**src/rtl/raster_counter.sv**
```systemverilog
// Two-dimensional raster address counter: column/row/linear address
// with load, hold, clear, wrap-or-stop and end-of-line/frame flags.
module raster_counter #(
  parameter int COL_W   = 7,
  parameter int ROW_W   = 7,
  parameter int COL_MAX = 127,
  parameter int ROW_MAX = 127,
  parameter bit WRAP    = 1'b1,
  parameter int ADDR_W  = COL_W + ROW_W
) (
  input  logic              clk,
  input  logic              rst,
  input  logic              clear,
  input  logic              load,
  input  logic [COL_W-1:0]  load_col,
  input  logic [ROW_W-1:0]  load_row,
  input  logic              keep,
  output logic [COL_W-1:0]  col,
  output logic [ROW_W-1:0]  row,
  output logic [ADDR_W-1:0] addr,
  output logic              col_last,
  output logic              row_last,
  output logic              frame_done,
  output logic              halted
);

  localparam logic [COL_W-1:0]  CMAX = COL_W'(COL_MAX);
  localparam logic [ROW_W-1:0]  RMAX = ROW_W'(ROW_MAX);
  localparam logic [ADDR_W-1:0] COLS = ADDR_W'(COL_MAX + 1);

  typedef enum logic {
    COUNTING,
    HALTED
  } state_t;

  state_t           state;
  state_t           state_nx;
  logic [COL_W-1:0] col_nx;
  logic [ROW_W-1:0] row_nx;
  logic             done_nx;
  logic [COL_W-1:0] col_clamp;
  logic [ROW_W-1:0] row_clamp;

  assign col_last = (col == CMAX);
  assign row_last = (row == RMAX);
  assign halted   = (state == HALTED);
  assign addr     = ADDR_W'(row) * COLS + ADDR_W'(col);

  // Out-of-range loads saturate at the frame edge rather than wrapping.
  assign col_clamp = (load_col > CMAX) ? CMAX : load_col;
  assign row_clamp = (load_row > RMAX) ? RMAX : load_row;

  always_ff @(posedge clk or negedge rst) begin
    if (!rst) begin
      state      <= COUNTING;
      col        <= '0;
      row        <= '0;
      frame_done <= 1'b0;
    end else begin
      state      <= state_nx;
      col        <= col_nx;
      row        <= row_nx;
      frame_done <= done_nx;
    end
  end

  always_comb begin
    state_nx = state;
    col_nx   = col;
    row_nx   = row;
    done_nx  = 1'b0;
    if (clear) begin
      state_nx = COUNTING;
      col_nx   = '0;
      row_nx   = '0;
    end else if (load) begin
      state_nx = COUNTING;
      col_nx   = col_clamp;
      row_nx   = row_clamp;
    end else if (keep || state == HALTED) begin
      state_nx = state;
    end else if (!col_last) begin
      col_nx = col + 1'b1;
    end else if (!row_last) begin
      col_nx = '0;
      row_nx = row + 1'b1;
    end else begin
      // Last pixel: either restart the frame or park here.
      done_nx = 1'b1;
      if (WRAP) begin
        col_nx = '0;
        row_nx = '0;
      end else begin
        state_nx = HALTED;
      end
    end
  end

endmodule

```
**config.mk**
```make
export PLATFORM = sky130hd
export DESIGN_NAME = raster_counter
export DESIGN_NICKNAME = d
export VERILOG_FILES = /design/src/rtl/raster_counter.sv
export SDC_FILE = /design/constraint.sdc
export NUM_CORES = 1
export LEC_CHECK = 0
export CAP_MARGIN = 15
export CORE_AREA = 2 2 55 57
export CTS_CLUSTER_DIAMETER = 120
export CTS_CLUSTER_SIZE = 14
export DETAILED_ROUTE_END_ITERATION = 6
export DIE_AREA = 0 0 57 59
export HOLD_SLACK_MARGIN = 0.12
export PLACE_DENSITY = 0.83
export RECOVER_POWER = 25
export SLEW_MARGIN = 5
export SYNTH_ARGS = -nofsm -noshare
export SYNTH_HDL_FRONTEND = slang
export SYNTH_SLANG_ARGS = --single-unit
```
**constraint.sdc**
```tcl
create_clock -name clk -period 2.2 [get_ports clk]
set_input_delay 0.44 -clock clk [delete_from_list [all_inputs] [get_ports clk]]
set_output_delay 0.44 -clock clk [all_outputs]
set_load 0.02 [all_outputs]
```
==> run_results.csv, run 1 <==
group,metric,value,unit
pwr,p_per_area,449,mW/mm^2
timing,setup_tns,0,ns
worst_setup_path,rrSetupSlack,0.48,ns
cells_and_area,nets,188,
place,gp_congestion,0.889,
timing,worstMarginPinSlew,0.752,ns
clock_network,cts_num_sinks,15,
clock_network,root_buffer,"clkbuf_4",
pwr,leakage,0.000682,uW
floorplanning,io_pins,51,
floorplanning,rows,19,
worst_setup_path,worstPathArrival,1.65,ns
yosys,ys_seq_elements,15,
cells_and_area,diodes,0,
place,hpwl,2260,um
global_routing,grt_pass1_vias,1151,
route,post_drt_via_cell_ratio,5.40,
pwr,totalPowerFinal,703,uW
worst_setup_path,cp_cell_sequence,"ha_1 > and3_1 > nand2_1 > inv_1 > dlygate4sd2_1",
global_routing,grt.busiest_layer,"met2",
global_routing,antenna_found_initial,0,
clock_network,path_clk_slew,0.10,ns
timing,fin_worst_skew,0.00232,ns
min_path,min_path_type,"reg -> reg",
floorplanning,initial_core_util,39.8,%
clock_network,postCtsSetupRepairBufs,0,
timing,slew_viol_final,0,
yosys,synth_edf_count,0,
yosys,synth_nets,144,
worst_setup_path,required,1.76,ns
flow_run,cap_viol_max_count,0,
timing,finalHoldViolations,0,
clock_network,clock_latency,0.28,ns
yosys,syn_inst,123,
yosys,synth_top_area_share,34.8,%
route,wl,2870,um
route,drtIter0Drc,12,
yosys,yosysWarnings,0,
status,status,"finished, final reports clean",
timing,fin_crit_sh,94.9,%
global_routing,grt_pass1_wl,4940,um
floorplanning,dieArea,0.00336,mm^2
worst_setup_path,cp-start-kind,"flop",
global_routing,grt_max_degree,16,
floorplanning,fp.dieW,57,um
timing,max_freq,479,MHz
route,drt-wirelength-per-cell,14.6,um
global_routing,grtUsageTotal,18.3,%
yosys,synth_common_cells,"buf_4, dfrtp_1, a21oi_1, nand2_1, inv_1",
pwr,ir_worst_vdd,0.331,mV
cells_and_area,drive_above_1_share,11.4,%
route,antenna_left,0,
clock_network,cts_made_buffers,3,
clock_network,htreeDepth,1,
timing,relSlewSlack,49.7,%
route,vias,1063,
yosys,async_reset_ff_share,100,%
global_routing,use_met2,34.3,%
worst_setup_path,crit_type,"reg -> out",
floorplanning,coreArea,0.00271,mm^2
clock_network,cts_tree,"built",
yosys,ys_types,39,
global_routing,grt-ovfl-total,0,
worst_setup_path,crit_path_end_kind,"output port",
yosys,synth_area_leaders,"dfrtp_1, buf_4, a21oi_1",
global_routing,grt.met3_usage,3.93,%
yosys,syn_area,0.00108,mm^2
route,dr.pass1.iters,4,
timing,rsz0062_at_grt,"false",
clock_network,clockBufferDepth,2,
yosys,synth_flop_cell,"dfrtp_1",
worst_setup_path,max_stage_delay,0.43,ns
worst_setup_path,path_max_fanout,5,
global_routing,grtUsageMet1,20.8,%
clock_network,cts_hold_buf,0,
yosys,ys_seq_area_share,34.8,%
place,port_buffers,49,
timing,min_period,2.09,ns
route,remaining_drc_errors,0,
worst_setup_path,crit_slowest_cell,"dfrtp_1",
yosys,yosysTopAreaCell,"dfrtp_1",
cells_and_area,syn2layout_area_growth,45.0,%
floorplanning,die_h,59,um
timing,setup_viol,0,
yosys,syn-mean-instance-area,8.77,um^2
==> cells in the final DEF, fill, tap and decap left out, types with 2 or more instances in the layout <==
cell / synthesis / layout
ha_1: 2 / 2
nand3b_1: 2 / 2
clkdlybuf4s50_1: 0 / 46
o21ai_0: 2 / 2
o21a_1: 2 / 2
mux2i_1: 2 / 2
dlygate4sd2_1: 0 / 2
nand3_2: 2 / 2
inv_1: 8 / 8
nor3_1: 4 / 4
xor2_1: 2 / 2
o211ai_1: 2 / 2
buf_4: 15 / 9
nor2_1: 4 / 4
clkbuf_4: 0 / 3
nor4_1: 2 / 2
nor2b_1: 3 / 3
a21o_1: 2 / 2
and3_1: 3 / 3
xnor2_1: 2 / 2
a221oi_1: 3 / 3
nand2_1: 10 / 10
nand3_1: 6 / 6
or3_1: 3 / 3
dfrtp_1: 15 / 14
a21oi_1: 10 / 10
==> final timing paths <==
kind	start	end	cells after the start
setup reg to reg	col[1]	row[0]	6
min in group asynchronous	rst	col[1]	1
setup / recovery	row[1]	row_last	5
hold / removal	row[5]	row[5]	2
max in group asynchronous	rst	col[0]	1
hold reg to reg	row[5]	row[5]	2
==> repair_timing <==
item / 4_1_cts / 5_1_grt
hold endpoints to repair: 0 / 0
endpoints found under the setup margin: 2 / 0
resized for setup: 3 / 0
==> per-stage QoR <==
step	area (um^2)	utilization (%)	worst slack (ns)	hold WS (ns)	instances
3_5_place_dp	1540	56.8	0.164	0.596	193
2_1_floorplan	1080	-	0.452	0.144	123
5_1_grt	1560	57.7	0.0135	0.676	197
4_1_cts	1560	57.7	0.114	0.608	197
3_3_place_gp	1540	56.8	0.210	0.595	193
6_report	1560	57.7	0.113	0.600	197
==> state kept, by name, indices dropped and copies added (netlist names) <==
register    count
frame_done      1
row             7
col             7
==> routing by layer <==
layer,vias to the layer above,part of all wire [%]
met3,2,6.5
met5,-,0
met1,524,40
met2,33,52
met4,0,0.94
li1,504,-
==> kinds of logic after synthesis <==
family | Yosys count | synth area share, %
compound gates | 27 | 17.5
xor+xnor | 4 | 3.25
fa+ha+maj | 2 | 2.32
buf+inv | 27 | 15.4
flops | 15 | 34.8
mux | 2 | 1.86
other cells | 1 | 0.348
simple gates | 45 | 24.5
==> report_power, final <==
group | internal [uW] | leakage (uW) | switching, uW
Sequential | 292 | 0.000196 | 23.4
Clock | 70.1 | 0.0000150 | 92.1
Combinational | 118 | 0.000470 | 108
==> area by class of cell <==
type | count | area, um^2
fill | 265 | 1150
timing repair buffer | 58 | 556
multi-input combinational | 81 | 537
sequential | 15 | 377
tap | 31 | 38.8
inverter | 8 | 30.0
clock buffer | 4 | 26.3
==> critical path, delay by kind of cell, from the launching register on <==
family	cells	cell delay [ns]
adders and majority gates	1	0.23
and+or+nand+nor	2	0.32
DFF	1	0.43
buffers and inverters	2	0.39
No activity file was read; power rests on OpenSTA's default activity.
==> run 2: changes to the inputs <==
--- a/config.mk
+++ b/config.mk
@@ -14,6 +14,7 @@
 export HOLD_SLACK_MARGIN = 0.12
 export PLACE_DENSITY = 0.83
 export RECOVER_POWER = 25
+export REMOVE_ABC_BUFFERS = 1
 export SLEW_MARGIN = 5
 export SYNTH_ARGS = -nofsm -noshare
 export SYNTH_HDL_FRONTEND = slang
==> run_results.csv, run 2 (synthesis gave the netlist of run 1 again) <==
group,metric,value,unit
status,status,"finished, final reports clean",
timing,fin_crit_sh,94.3,%
clock_network,clock_latency,0.28,ns
cells_and_area,final_common_cell,"clkdlybuf4s50_1",
timing,setup_viol,0,
worst_setup_path,rr_worst_depth,6,
pwr,switching_power,221,uW
pwr,p_per_area,445,mW/mm^2
worst_setup_path,r2r_start,"col[1]",
global_routing,grt_pass1_vias,1022,
global_routing,antenna_found_initial,0,
pwr,leakage,0.000680,uW
global_routing,grt-ovfl-total,0,
worst_setup_path,setup.worst_path.start,"row[1]",
route,remaining_drc_errors,0,
cells_and_area,syn2layout_area_growth,46.1,%
worst_setup_path,crit_path_end_kind,"output port",
floorplanning,dieArea,0.00336,mm^2
worst_setup_path,path_depth,5,
route,antenna_left,0,
route,post_drt_via_cell_ratio,5.39,
worst_setup_path,endpoint,"row_last",
timing,rsz0062_at_grt,"false",
pwr,internal_power,481,uW
global_routing,grt_max_degree,16,
worst_setup_path,rrSetupSlack,0.43,ns
clock_network,cts_num_sinks,15,
floorplanning,rows,19,
timing,hold_slack,0.625,ns
timing,relSlewSlack,50.7,%
clock_network,path_clk_slew,0.10,ns
worst_setup_path,crit_type,"reg -> out",
worst_setup_path,r2r-end,"row[5]",
route,drtIter0Drc,26,
cells_and_area,nFillCells,236,
timing,setup_tns,0,ns
global_routing,grt_pass1_wl,4520,um
place,gp_congestion,0.841,
route,drt-wirelength-per-cell,14.5,um
pwr,switching_share,31.5,%
worst_setup_path,required,1.76,ns
worst_setup_path,worstPathArrival,1.64,ns
flow_run,cap_viol_max_count,0,
timing,finalHoldViolations,0,
cells_and_area,largestRegisters,"col (7), row (7), frame_done (1)",
clock_network,htreeDepth,1,
timing,worstMarginPinSlew,0.737,ns
min_path,min_path_type,"reg -> reg",
worst_setup_path,cp-start-kind,"flop",
floorplanning,fp.dieW,57,um
worst_setup_path,max_stage_delay,0.42,ns
route,wl,2870,um
place,port_buffers,49,
clock_network,cts_made_buffers,3,
worst_setup_path,worstPathBufferInverterCount,2,
pwr,seqPwrFrac,45.1,%
worst_setup_path,cp_cell_sequence,"ha_2 > and3_1 > nand2_1 > inv_1 > clkdlybuf4s15_1",
cells_and_area,drive_above_1_share,12.6,%
timing,slew_viol_final,0,
cells_and_area,nets,189,
worst_setup_path,critPathTopFamily,"flip-flops",
clock_network,root_buffer,"clkbuf_4",
route,dr.pass1.iters,4,
floorplanning,io_pins,51,
clock_network,clockBufferDepth,2,
pwr,pwr-share-comb,32.2,%
global_routing,grtUsageTotal,17.3,%
floorplanning,coreArea,0.00271,mm^2
clock_network,cts_tree,"built",
cells_and_area,diodes,0,
worst_setup_path,path_max_fanout,5,
route,vias,1068,
floorplanning,die_h,59,um
cells_and_area,final_cell_mix,"clkdlybuf4s50_1, dfrtp_1, nand2_1, a21oi_1, buf_4",
place,hpwl,2220,um
pwr,ir_worst_vdd,0.391,mV
timing,min_period,2.08,ns
timing,fin_worst_skew,0.0128,ns
pwr,p_clk_share,22.6,%
timing,max_freq,482,MHz
floorplanning,initial_core_util,39.8,%
worst_setup_path,crit_slowest_cell,"dfrtp_1",
-- run 2: cell types whose count changed in the layout (fill, tap and decap cells not counted), sizes merged --
cell and delta:
buf +1, clkdlybuf4s15 +1, dlygate4sd2 -1
-- run 2: worst min-delay path by stage --
stage | start | to | slack [ns] | cells after the start
2_1_floorplan | rst | col[0] | 0.14 | 0
3_3_place_gp | row[5] | row[5] | 0.59 | 2
3_5_place_dp | row[5] | row[5] | 0.62 | 2
4_1_cts | rst | col[4] | 0.61 | 1
5_1_grt | row[5] | row[5] | 0.65 | 2
6_report | row[5] | row[5] | 0.63 | 2
-- run 2: repair_timing --
action	in CTS	in global routing
gates cloned	0	0
setup endpoints to repair	2	1
resized for setup	3	2
hold buffers	0	0
setup buffers	0	1
-- run 2: through the flow --
step                area (um^2)  power (uW)  setup WS (ns)  instances  utilization, %
finish                     1580         701          0.125        198            58.1
global route               1580         736         0.0150        198            58.1
CTS                        1560         708         0.0393        197            57.7
detailed placement         1540         546          0.105        193            56.8
global placement           1540         540          0.214        193            56.8
floorplan                   942         407          0.347        104               -
-- run 2: metal layers --
metal / vias to the layer above / global-route usage (%) / part of all wire, %
met5: - / 0 / 0
met4: 0 / 5.98 / 1.2
met3: 4 / 3.49 / 6.5
met2: 42 / 31.4 / 51
met1: 514 / 20.4 / 41
li1: 508 / - / -
-- run 2: cell type report --
| type | instances | area, um^2 | area share (%) |
|---|---|---|---|
| Tap cell | 31 | 38.8 | 2.46 |
| Clock buffer | 4 | 26.3 | 1.67 |
| Inverter | 8 | 30.0 | 1.91 |
| Sequential cell | 15 | 377 | 23.9 |
| Timing Repair Buffer | 59 | 564 | 35.8 |
| Multi-Input combinational cell | 81 | 539 | 34.2 |
-- run 2: power by group through the flow --
| stage | registers [uW] | clock network, uW | logic, uW |
|---|---|---|---|
| 6_report | 317 | 159 | 226 |
| 5_1_grt | 319 | 176 | 240 |
| 4_1_cts | 317 | 166 | 225 |
| 3_5_place_dp | 322 | 0 | 224 |
| 3_3_place_gp | 319 | 0 | 221 |
| 2_1_floorplan | 363 | 0 | 44.0 |
-- run 2: worst register-to-register path: stages (launching register included) --
cell	delay [ns]
dfrtp_1	0.45
ha_1	0.21
buf_4	0.13
nand4b_4	0.16
or2_4	0.30
o41a_1	0.36
o21ai_1	0.09
